$ cat config.mk
export PLATFORM = sky130hd
export DESIGN_NAME = alu_seq_flat
export DESIGN_NICKNAME = d
export VERILOG_FILES = /design/src/rtl/alu_pkg.sv /design/src/rtl/alu_seq_if.sv /design/src/rtl/alu_mul_iter.sv /design/src/rtl/alu_seq.sv /design/src/flat_wrapper.sv
export SDC_FILE = /design/constraint.sdc
export NUM_CORES = 1
export LEC_CHECK = 0
export CAP_MARGIN = 20
export CORE_MARGIN = 2
export CORE_UTILIZATION = 49
export DETAILED_ROUTE_END_ITERATION = 6
export PLACE_DENSITY = 0.79
export SYNTH_ARGS = -nofsm -noshare
export SYNTH_HDL_FRONTEND = slang
export SYNTH_SLANG_ARGS = --single-unit
export TNS_END_PERCENT = 100
$ cat constraint.sdc
create_clock -name clk -period 5.5 [get_ports clk]
set_input_delay 0.825 -clock clk [delete_from_list [all_inputs] [get_ports clk]]
set_output_delay 0.825 -clock clk [all_outputs]
set_load 0.03 [all_outputs]
$ cat src/rtl/alu_pkg.sv
// Shared types for the sequential ALU: opcodes, FSM states and flag bit positions.
package alu_pkg;

  typedef enum logic [3:0] {
    OP_ADD = 4'd0,
    OP_SUB = 4'd1,
    OP_OR  = 4'd2,
    OP_AND = 4'd3,
    OP_SHL = 4'd4,
    OP_SHR = 4'd5,
    OP_ROL = 4'd6,
    OP_ROR = 4'd7,
    OP_XOR = 4'd8,
    OP_MUL = 4'd9
  } op_t;

  localparam int FLAG_N = 3;
  localparam int FLAG_Z = 2;
  localparam int FLAG_C = 1;
  localparam int FLAG_V = 0;

  typedef enum logic [1:0] {
    ST_IDLE = 2'd0,
    ST_MUL  = 2'd1,
    ST_DONE = 2'd2
  } state_t;

endpackage

$ cat src/rtl/alu_seq_if.sv
// Operation/result handshake bundle between issue stage, ALU and writeback stage.
interface alu_seq_if #(parameter int WIDTH = 16);

  logic             in_valid;
  logic             in_ready;
  logic [3:0]       op;
  logic [WIDTH-1:0] a;
  logic [WIDTH-1:0] b;
  logic             cin;
  logic             out_valid;
  logic             out_ready;
  logic [WIDTH-1:0] result;
  logic [WIDTH-1:0] result_hi;
  logic [3:0]       flags;
  logic             err;

  modport master (
    output in_valid, op, a, b, cin, out_ready,
    input  in_ready, out_valid, result, result_hi, flags, err
  );

  modport slave (
    input  in_valid, op, a, b, cin, out_ready,
    output in_ready, out_valid, result, result_hi, flags, err
  );

endinterface

$ cat src/rtl/alu_mul_iter.sv
// Iterative unsigned shift-add multiplier: one partial product per cycle, the first
// one folded into the load cycle so a WIDTH-bit multiply takes WIDTH edges in total.
module alu_mul_iter #(
  parameter int WIDTH = 16
) (
  input  logic               clk,
  input  logic               rst,
  input  logic               start,
  input  logic [WIDTH-1:0]   a,
  input  logic [WIDTH-1:0]   b,
  output logic               busy,
  output logic               done,
  output logic [2*WIDTH-1:0] product
);

  localparam int CW = $clog2(WIDTH) + 1;

  logic [WIDTH-1:0]   mcand_q, mcand_d;
  logic [2*WIDTH-1:0] prod_q, prod_d;
  logic [CW-1:0]      cnt_q, cnt_d;
  logic [2*WIDTH-1:0] step_out;

  // Upper half accumulates the multiplicand; lower half holds the unconsumed multiplier bits.
  function automatic logic [2*WIDTH-1:0] step(input logic [2*WIDTH-1:0] p,
                                              input logic [WIDTH-1:0]   m);
    logic [WIDTH:0] sum;
    sum = {1'b0, p[2*WIDTH-1:WIDTH]} + (p[0] ? {1'b0, m} : '0);
    return {sum, p[WIDTH-1:1]};
  endfunction

  assign step_out = step(prod_q, mcand_q);
  assign busy     = (cnt_q != '0);
  assign done     = (cnt_q == CW'(1));
  assign product  = step_out;

  always_comb begin
    // NOTE: every output of this block gets a default first, so no path can infer a latch.
    mcand_d = mcand_q;
    prod_d  = prod_q;
    cnt_d   = cnt_q;
    if (start) begin
      mcand_d = a;
      prod_d  = step({{WIDTH{1'b0}}, b}, a);
      cnt_d   = CW'(WIDTH - 1);
    end else if (busy) begin
      prod_d = step_out;
      cnt_d  = cnt_q - CW'(1);
    end
  end

  always_ff @(posedge clk) begin
    // NOTE: datapath registers are reset too, so an aborted multiply leaves nothing behind.
    if (rst) begin
      mcand_q <= '0;
      prod_q  <= '0;
      cnt_q   <= '0;
    end else begin
      // NOTE: non-blocking assignments keep every flop sampling pre-edge values.
      mcand_q <= mcand_d;
      prod_q  <= prod_d;
      cnt_q   <= cnt_d;
    end
  end

endmodule

$ cat src/rtl/alu_seq.sv
// Handshaked parametrised ALU: single-cycle add/sub/logic/shift ops, iterative MUL,
// N/Z/C/V flags and an illegal-opcode error, with results held until the consumer takes them.
module alu_seq
  import alu_pkg::*;
#(
  parameter int WIDTH = 16
) (
  input logic       clk,
  input logic       rst,
  alu_seq_if.slave  bus
);

  localparam int SHW = $clog2(WIDTH);

  state_t             state_q, state_d;
  logic [WIDTH-1:0]   result_q, result_d;
  logic [WIDTH-1:0]   result_hi_q, result_hi_d;
  logic [3:0]         flags_q, flags_d;
  logic               err_q, err_d;

  logic               accept, start_mul, mul_busy, mul_done;
  logic [2*WIDTH-1:0] mul_product;
  logic [3:0]         mul_flags;

  logic [WIDTH-1:0]   alu_res;
  logic [3:0]         alu_flags;
  logic               alu_c, alu_v, alu_err;
  logic [SHW-1:0]     shamt;
  logic [WIDTH:0]     wide;
  logic [2*WIDTH-1:0] dbl;

  assign bus.in_ready  = (state_q == ST_IDLE) | ((state_q == ST_DONE) & bus.out_ready);
  assign bus.out_valid = (state_q == ST_DONE);
  assign bus.result    = result_q;
  assign bus.result_hi = result_hi_q;
  assign bus.flags     = flags_q;
  assign bus.err       = err_q;

  assign accept    = bus.in_valid & bus.in_ready;
  assign start_mul = accept & (bus.op == OP_MUL);

  alu_mul_iter #(.WIDTH(WIDTH)) u_mul (
    .clk     (clk),
    .rst     (rst),
    .start   (start_mul),
    .a       (bus.a),
    .b       (bus.b),
    .busy    (mul_busy),
    .done    (mul_done),
    .product (mul_product)
  );

  // Single-cycle datapath; the extra top bit of `wide` carries C for add/sub/shl.
  always_comb begin
    alu_res = '0;
    alu_c   = 1'b0;
    alu_v   = 1'b0;
    alu_err = 1'b0;
    wide    = '0;
    dbl     = '0;
    shamt   = bus.b[SHW-1:0];
    case (bus.op)
      OP_ADD: begin
        wide    = {1'b0, bus.a} + {1'b0, bus.b} + {{WIDTH{1'b0}}, bus.cin};
        alu_res = wide[WIDTH-1:0];
        alu_c   = wide[WIDTH];
        alu_v   = (bus.a[WIDTH-1] == bus.b[WIDTH-1]) & (alu_res[WIDTH-1] != bus.a[WIDTH-1]);
      end
      OP_SUB: begin
        wide    = {1'b0, bus.a} - {1'b0, bus.b} - {{WIDTH{1'b0}}, bus.cin};
        alu_res = wide[WIDTH-1:0];
        alu_c   = wide[WIDTH];
        alu_v   = (bus.a[WIDTH-1] != bus.b[WIDTH-1]) & (alu_res[WIDTH-1] != bus.a[WIDTH-1]);
      end
      OP_OR:  alu_res = bus.a | bus.b;
      OP_AND: alu_res = bus.a & bus.b;
      OP_XOR: alu_res = bus.a ^ bus.b;
      OP_SHL: begin
        wide    = {1'b0, bus.a} << shamt;
        alu_res = wide[WIDTH-1:0];
        alu_c   = wide[WIDTH];
      end
      OP_SHR: begin
        wide    = {bus.a, 1'b0} >> shamt;
        alu_res = wide[WIDTH:1];
        alu_c   = wide[0];
      end
      OP_ROL: begin
        dbl     = {bus.a, bus.a} << shamt;
        alu_res = dbl[2*WIDTH-1:WIDTH];
      end
      OP_ROR: begin
        dbl     = {bus.a, bus.a} >> shamt;
        alu_res = dbl[WIDTH-1:0];
      end
      OP_MUL: alu_res = '0;
      default: alu_err = 1'b1;
    endcase
    alu_flags         = '0;
    alu_flags[FLAG_N] = alu_res[WIDTH-1];
    alu_flags[FLAG_Z] = (alu_res == '0);
    alu_flags[FLAG_C] = alu_c;
    alu_flags[FLAG_V] = alu_v;
  end

  always_comb begin
    mul_flags         = '0;
    mul_flags[FLAG_N] = mul_product[WIDTH-1];
    mul_flags[FLAG_Z] = (mul_product == '0);
    mul_flags[FLAG_C] = |mul_product[2*WIDTH-1:WIDTH];
  end

  always_comb begin
    state_d     = state_q;
    result_d    = result_q;
    result_hi_d = result_hi_q;
    flags_d     = flags_q;
    err_d       = err_q;
    case (state_q)
      ST_IDLE, ST_DONE: begin
        if (accept) begin
          if (bus.op == OP_MUL) begin
            state_d = ST_MUL;
          end else begin
            state_d     = ST_DONE;
            result_d    = alu_res;
            result_hi_d = '0;
            flags_d     = alu_flags;
            err_d       = alu_err;
          end
        end else if (state_q == ST_DONE && bus.out_ready) begin
          state_d = ST_IDLE;
        end
      end
      ST_MUL: begin
        if (mul_done) begin
          state_d     = ST_DONE;
          result_d    = mul_product[WIDTH-1:0];
          result_hi_d = mul_product[2*WIDTH-1:WIDTH];
          flags_d     = mul_flags;
          err_d       = 1'b0;
        end else if (!mul_busy) begin
          state_d = ST_IDLE;
        end
      end
      default: state_d = ST_IDLE;
    endcase
  end

  always_ff @(posedge clk) begin
    if (rst) begin
      state_q     <= ST_IDLE;
      result_q    <= '0;
      result_hi_q <= '0;
      flags_q     <= '0;
      err_q       <= 1'b0;
    end else begin
      state_q     <= state_d;
      result_q    <= result_d;
      result_hi_q <= result_hi_d;
      flags_q     <= flags_d;
      err_q       <= err_d;
    end
  end

endmodule

$ cat src/flat_wrapper.sv
// flat-port wrapper written by rule: the top's interface ports become plain ports
module alu_seq_flat import alu_pkg::*;
#(
  parameter int WIDTH = 16
)
  (clk, rst, bus_in_valid, bus_op, bus_a, bus_b, bus_cin, bus_out_ready, bus_in_ready, bus_out_valid, bus_result, bus_result_hi, bus_flags, bus_err);
  alu_seq_if #(.WIDTH(WIDTH)) bus_i ();
  input logic clk;
  input logic rst;
  input wire logic [$bits(bus_i.in_valid)-1:0] bus_in_valid;
  input wire logic [$bits(bus_i.op)-1:0] bus_op;
  input wire logic [$bits(bus_i.a)-1:0] bus_a;
  input wire logic [$bits(bus_i.b)-1:0] bus_b;
  input wire logic [$bits(bus_i.cin)-1:0] bus_cin;
  input wire logic [$bits(bus_i.out_ready)-1:0] bus_out_ready;
  output wire logic [$bits(bus_i.in_ready)-1:0] bus_in_ready;
  output wire logic [$bits(bus_i.out_valid)-1:0] bus_out_valid;
  output wire logic [$bits(bus_i.result)-1:0] bus_result;
  output wire logic [$bits(bus_i.result_hi)-1:0] bus_result_hi;
  output wire logic [$bits(bus_i.flags)-1:0] bus_flags;
  output wire logic [$bits(bus_i.err)-1:0] bus_err;
  assign bus_i.in_valid = bus_in_valid;
  assign bus_i.op = bus_op;
  assign bus_i.a = bus_a;
  assign bus_i.b = bus_b;
  assign bus_i.cin = bus_cin;
  assign bus_i.out_ready = bus_out_ready;
  assign bus_in_ready = bus_i.in_ready;
  assign bus_out_valid = bus_i.out_valid;
  assign bus_result = bus_i.result;
  assign bus_result_hi = bus_i.result_hi;
  assign bus_flags = bus_i.flags;
  assign bus_err = bus_i.err;
  alu_seq #(.WIDTH(WIDTH)) u_core (.clk(clk), .rst(rst), .bus(bus_i));
endmodule
==> metrics.txt <==
Reg2Reg Setup Slack 1.50 ns; R2R depth 13; CTS resizes 0; Crit. Startpoint bus_cin; Clock H-tree levels 3; Die H 148.3 microns; Iteration-0 DRC Markers 1,417; Crit. End Element flip-flop; die width 148.3 microns; distinct cell type count after synthesis 77; RSZ-0062 raised after global routing no; Clock Skews 0.008851 ns; CP Class input pin to flip-flop; #FFs+latches synth 91; most frequent cells in the layout nand2_1, nor2_1, a21oi_1, dfxtp_1, ha_1; first-pass GRT wire length 59,220 microns; Period minus WS final 4.942 ns; status finished clean; Finished Layout Cells 1,652; IO Count 80; maxcap violations 0; HPWL after DPL 28,270 microns; area post-placement 11,220 sq um; register area 1822 sq um; # DRC 0; Ant. Diodes 0; Clock Latency Late Sink 0.35 ns; synthesis-to-layout area growth 12.95%; FF-to-FF Start u_core.u_mul.prod_q[0]$_SDFFE_PP0P_; crit path DAT 5.23 ns; commonest non-fill, non-tap cell in the layout nand2_1; Clock Sinks 91; Hold EP u_core.u_mul.mcand_q[0]$_SDFFE_PP0P_; first drt pass iteration count 7; antenna-violating nets left 0; CTS Buf Count 9; Slew headroom 30.15%; hold_buf cts 0; Peak VDD IR 0.1601 mV; Ys Warns 0; multi-input logic area 7672 sq um; crit path max fanout 3; Slew Limit Fails 0; GP Congestion 1.040; Final Cycle Share 89.86%; Tightest Hold Check Type flip-flop to flip-flop; antenna violations before repair 0; Post-Syn Area 10,200 sq um; Clock Root Buffer clkbuf_16; Core Rows 52; largest net degree at the start of global routing 91; Most used DFF post-synth dfxtp_1; mean post-synth cell area 7.537 sq um; Fmax achieved 202.3 MHz; fraction of layout cells with a size suffix above 1 9.768%; final hold viol count 0; Placeable Area 20,360 sq um; Final nets 1,504; die area 22,000 sq um; Critical Path Start Type input pin; Leakage 4.542 nW; PwrDens 218.7 nW/um^2; setup TNS 0 ns; fill count 1,904; TritonCTS clock tree done; vias in the first global route 10,180; critical path required time 5.79 ns; per-cell routed wire length 23.26 microns; Async SR Flop Fraction 0%; number of synthesized flops with an enable pin 0; GRT Residual Overflow 0; DP Cell Count 1,636; clock buffer depth 2; cell area after layout 11,530 sq um; Total GRT Usage 34.35%; Post-Syn Instances 1,354; post-CTS setup buffers 0; Via Count 11,080; count of final setup violators 0; Hold Path Origin u_core.u_mul.mcand_q[0]$_SDFFE_PP0P_; clk slew on worst S/H paths 0.07 ns; Via density 6.705; Final Core Density 56.60%; syn nets 1,481; Hold Crit Depth 2; measured slew at the worst slew-check pin 1.045 ns; Total Wirelength 38,420 microns; sequential share of the synthesized area 17.85%; quantity of I/O buffers inserted on ports 79; Reg2Reg Capture Point u_core.bus.flags[2]$_SDFFE_PP0P_; Initial Util 50.11%
-- sequential cells by signal, summed over array words and instances, names as in the netlist --
signal,flops
u_core.u_mul.mcand_q,16
u_core.u_mul.cnt_q,5
u_core.bus.result,15
u_core.state_q,2
u_core.u_mul.prod_q,32
u_core.bus.flags,4
u_core.bus.result_hi,16
u_core.bus.err,1
-- Yosys cell counts (all sizes together), types with 11 or more instances --
master  instances  share of area (%)
clkbuf         86                3.2
dfxtp          91                 18
a31oi          21                1.3
xnor2          19                1.6
ha             81                9.9
and2           24                1.5
nor2b          12               0.74
o21a           12               0.88
nor4           14               0.92
inv            63                2.3
o211ai         14                1.0
nor2          148                5.4
nand2b         11               0.67
a311oi         24                2.1
nor3           42                2.1
a21o           15                1.1
a211oi         30                2.2
mux2           12                1.3
nand2         158                5.8
buf            29                1.5
o22ai          11               0.67
xor2           11               0.94
a22oi          11               0.81
a21oi         107                5.2
mux4           44                9.7
o21ai          63                3.1
nand3          34                1.7
mux2i          26                2.6
-- stage by stage --
step                hold WS [ns]  power, mW  setup slack, ns
floorplan                 0.4317      1.525           0.4607
global placement          0.4385      1.851           0.3697
detailed placement        0.4449      1.866           0.2592
CTS                       0.4543      2.490           0.5781
global route              0.4668      2.638           0.3305
finish                    0.4524      2.521           0.5576
-- worst max-delay path by stage --
stage / endpoint / slack (ns)
floorplan: u_core.bus.flags[2]$_SDFFE_PP0P_ / 0.46
global placement: u_core.bus.flags[2]$_SDFFE_PP0P_ / 0.37
detailed placement: u_core.bus.flags[2]$_SDFFE_PP0P_ / 0.26
CTS: u_core.bus.flags[2]$_SDFFE_PP0P_ / 0.58
global route: u_core.bus.flags[2]$_SDFFE_PP0P_ / 0.33
finish: u_core.bus.flags[2]$_SDFFE_PP0P_ / 0.56
-- cell families (layout without fill, tap and decap cells) --
| logic type | Yosys count | in the layout | synth area share, % |
|---|---|---|---|
| xor+xnor | 30 | 30 | 2.575 |
| mux | 82 | 82 | 13.59 |
| flops | 91 | 91 | 17.85 |
| buf+inv | 178 | 206 | 7.026 |
| compound gates | 381 | 381 | 24.67 |
| simple gates | 506 | 506 | 23.38 |
| fa+ha+maj | 86 | 86 | 10.91 |
-- critical path, stage by stage --
cell and delay [ns]:
clkdlybuf4s50_1 0.51, inv_1 0.08, fa_1 0.59, inv_1 0.06
ha_1 0.18, or2_2 0.31, fa_1 0.47, mux4_2 0.48
nand2_1 0.09, nand3_1 0.11, a2111oi_0 0.53, buf_4 0.22
o2111ai_1 0.11, nor4_1 0.22, nand4_1 0.12, nor3_1 0.19
a311o_1 0.13
-- power breakdown --
part	switching, mW	total, mW	internal [mW]	leakage, nW
logic	0.732	1.15	0.414	3.66
clock network	0.272	0.629	0.357	0.144
registers	0.0389	0.746	0.707	0.738
-- layer usage --
| layer | vias to the layer above | global-route usage, % | wire length [microns] |
|---|---|---|---|
| li1 | 5025 | - | - |
| met3 | 98 | 5.368 | 3789 |
| met5 | - | 0 | 0 |
| met2 | 651 | 53.36 | 16990 |
| met1 | 5303 | 48.77 | 16260 |
| met4 | 0 | 11.52 | 1375 |
-- layout make-up --
cell class	count	share of cell area [%]
multi-input combinational	1085	66.57
inverter	63	2.052
tap	270	2.931
timing repair buffer	127	10.03
sequential	91	15.81
clock buffer	10	1.987
clock inverter	6	0.6296
(Power assumes the default switching activity.)
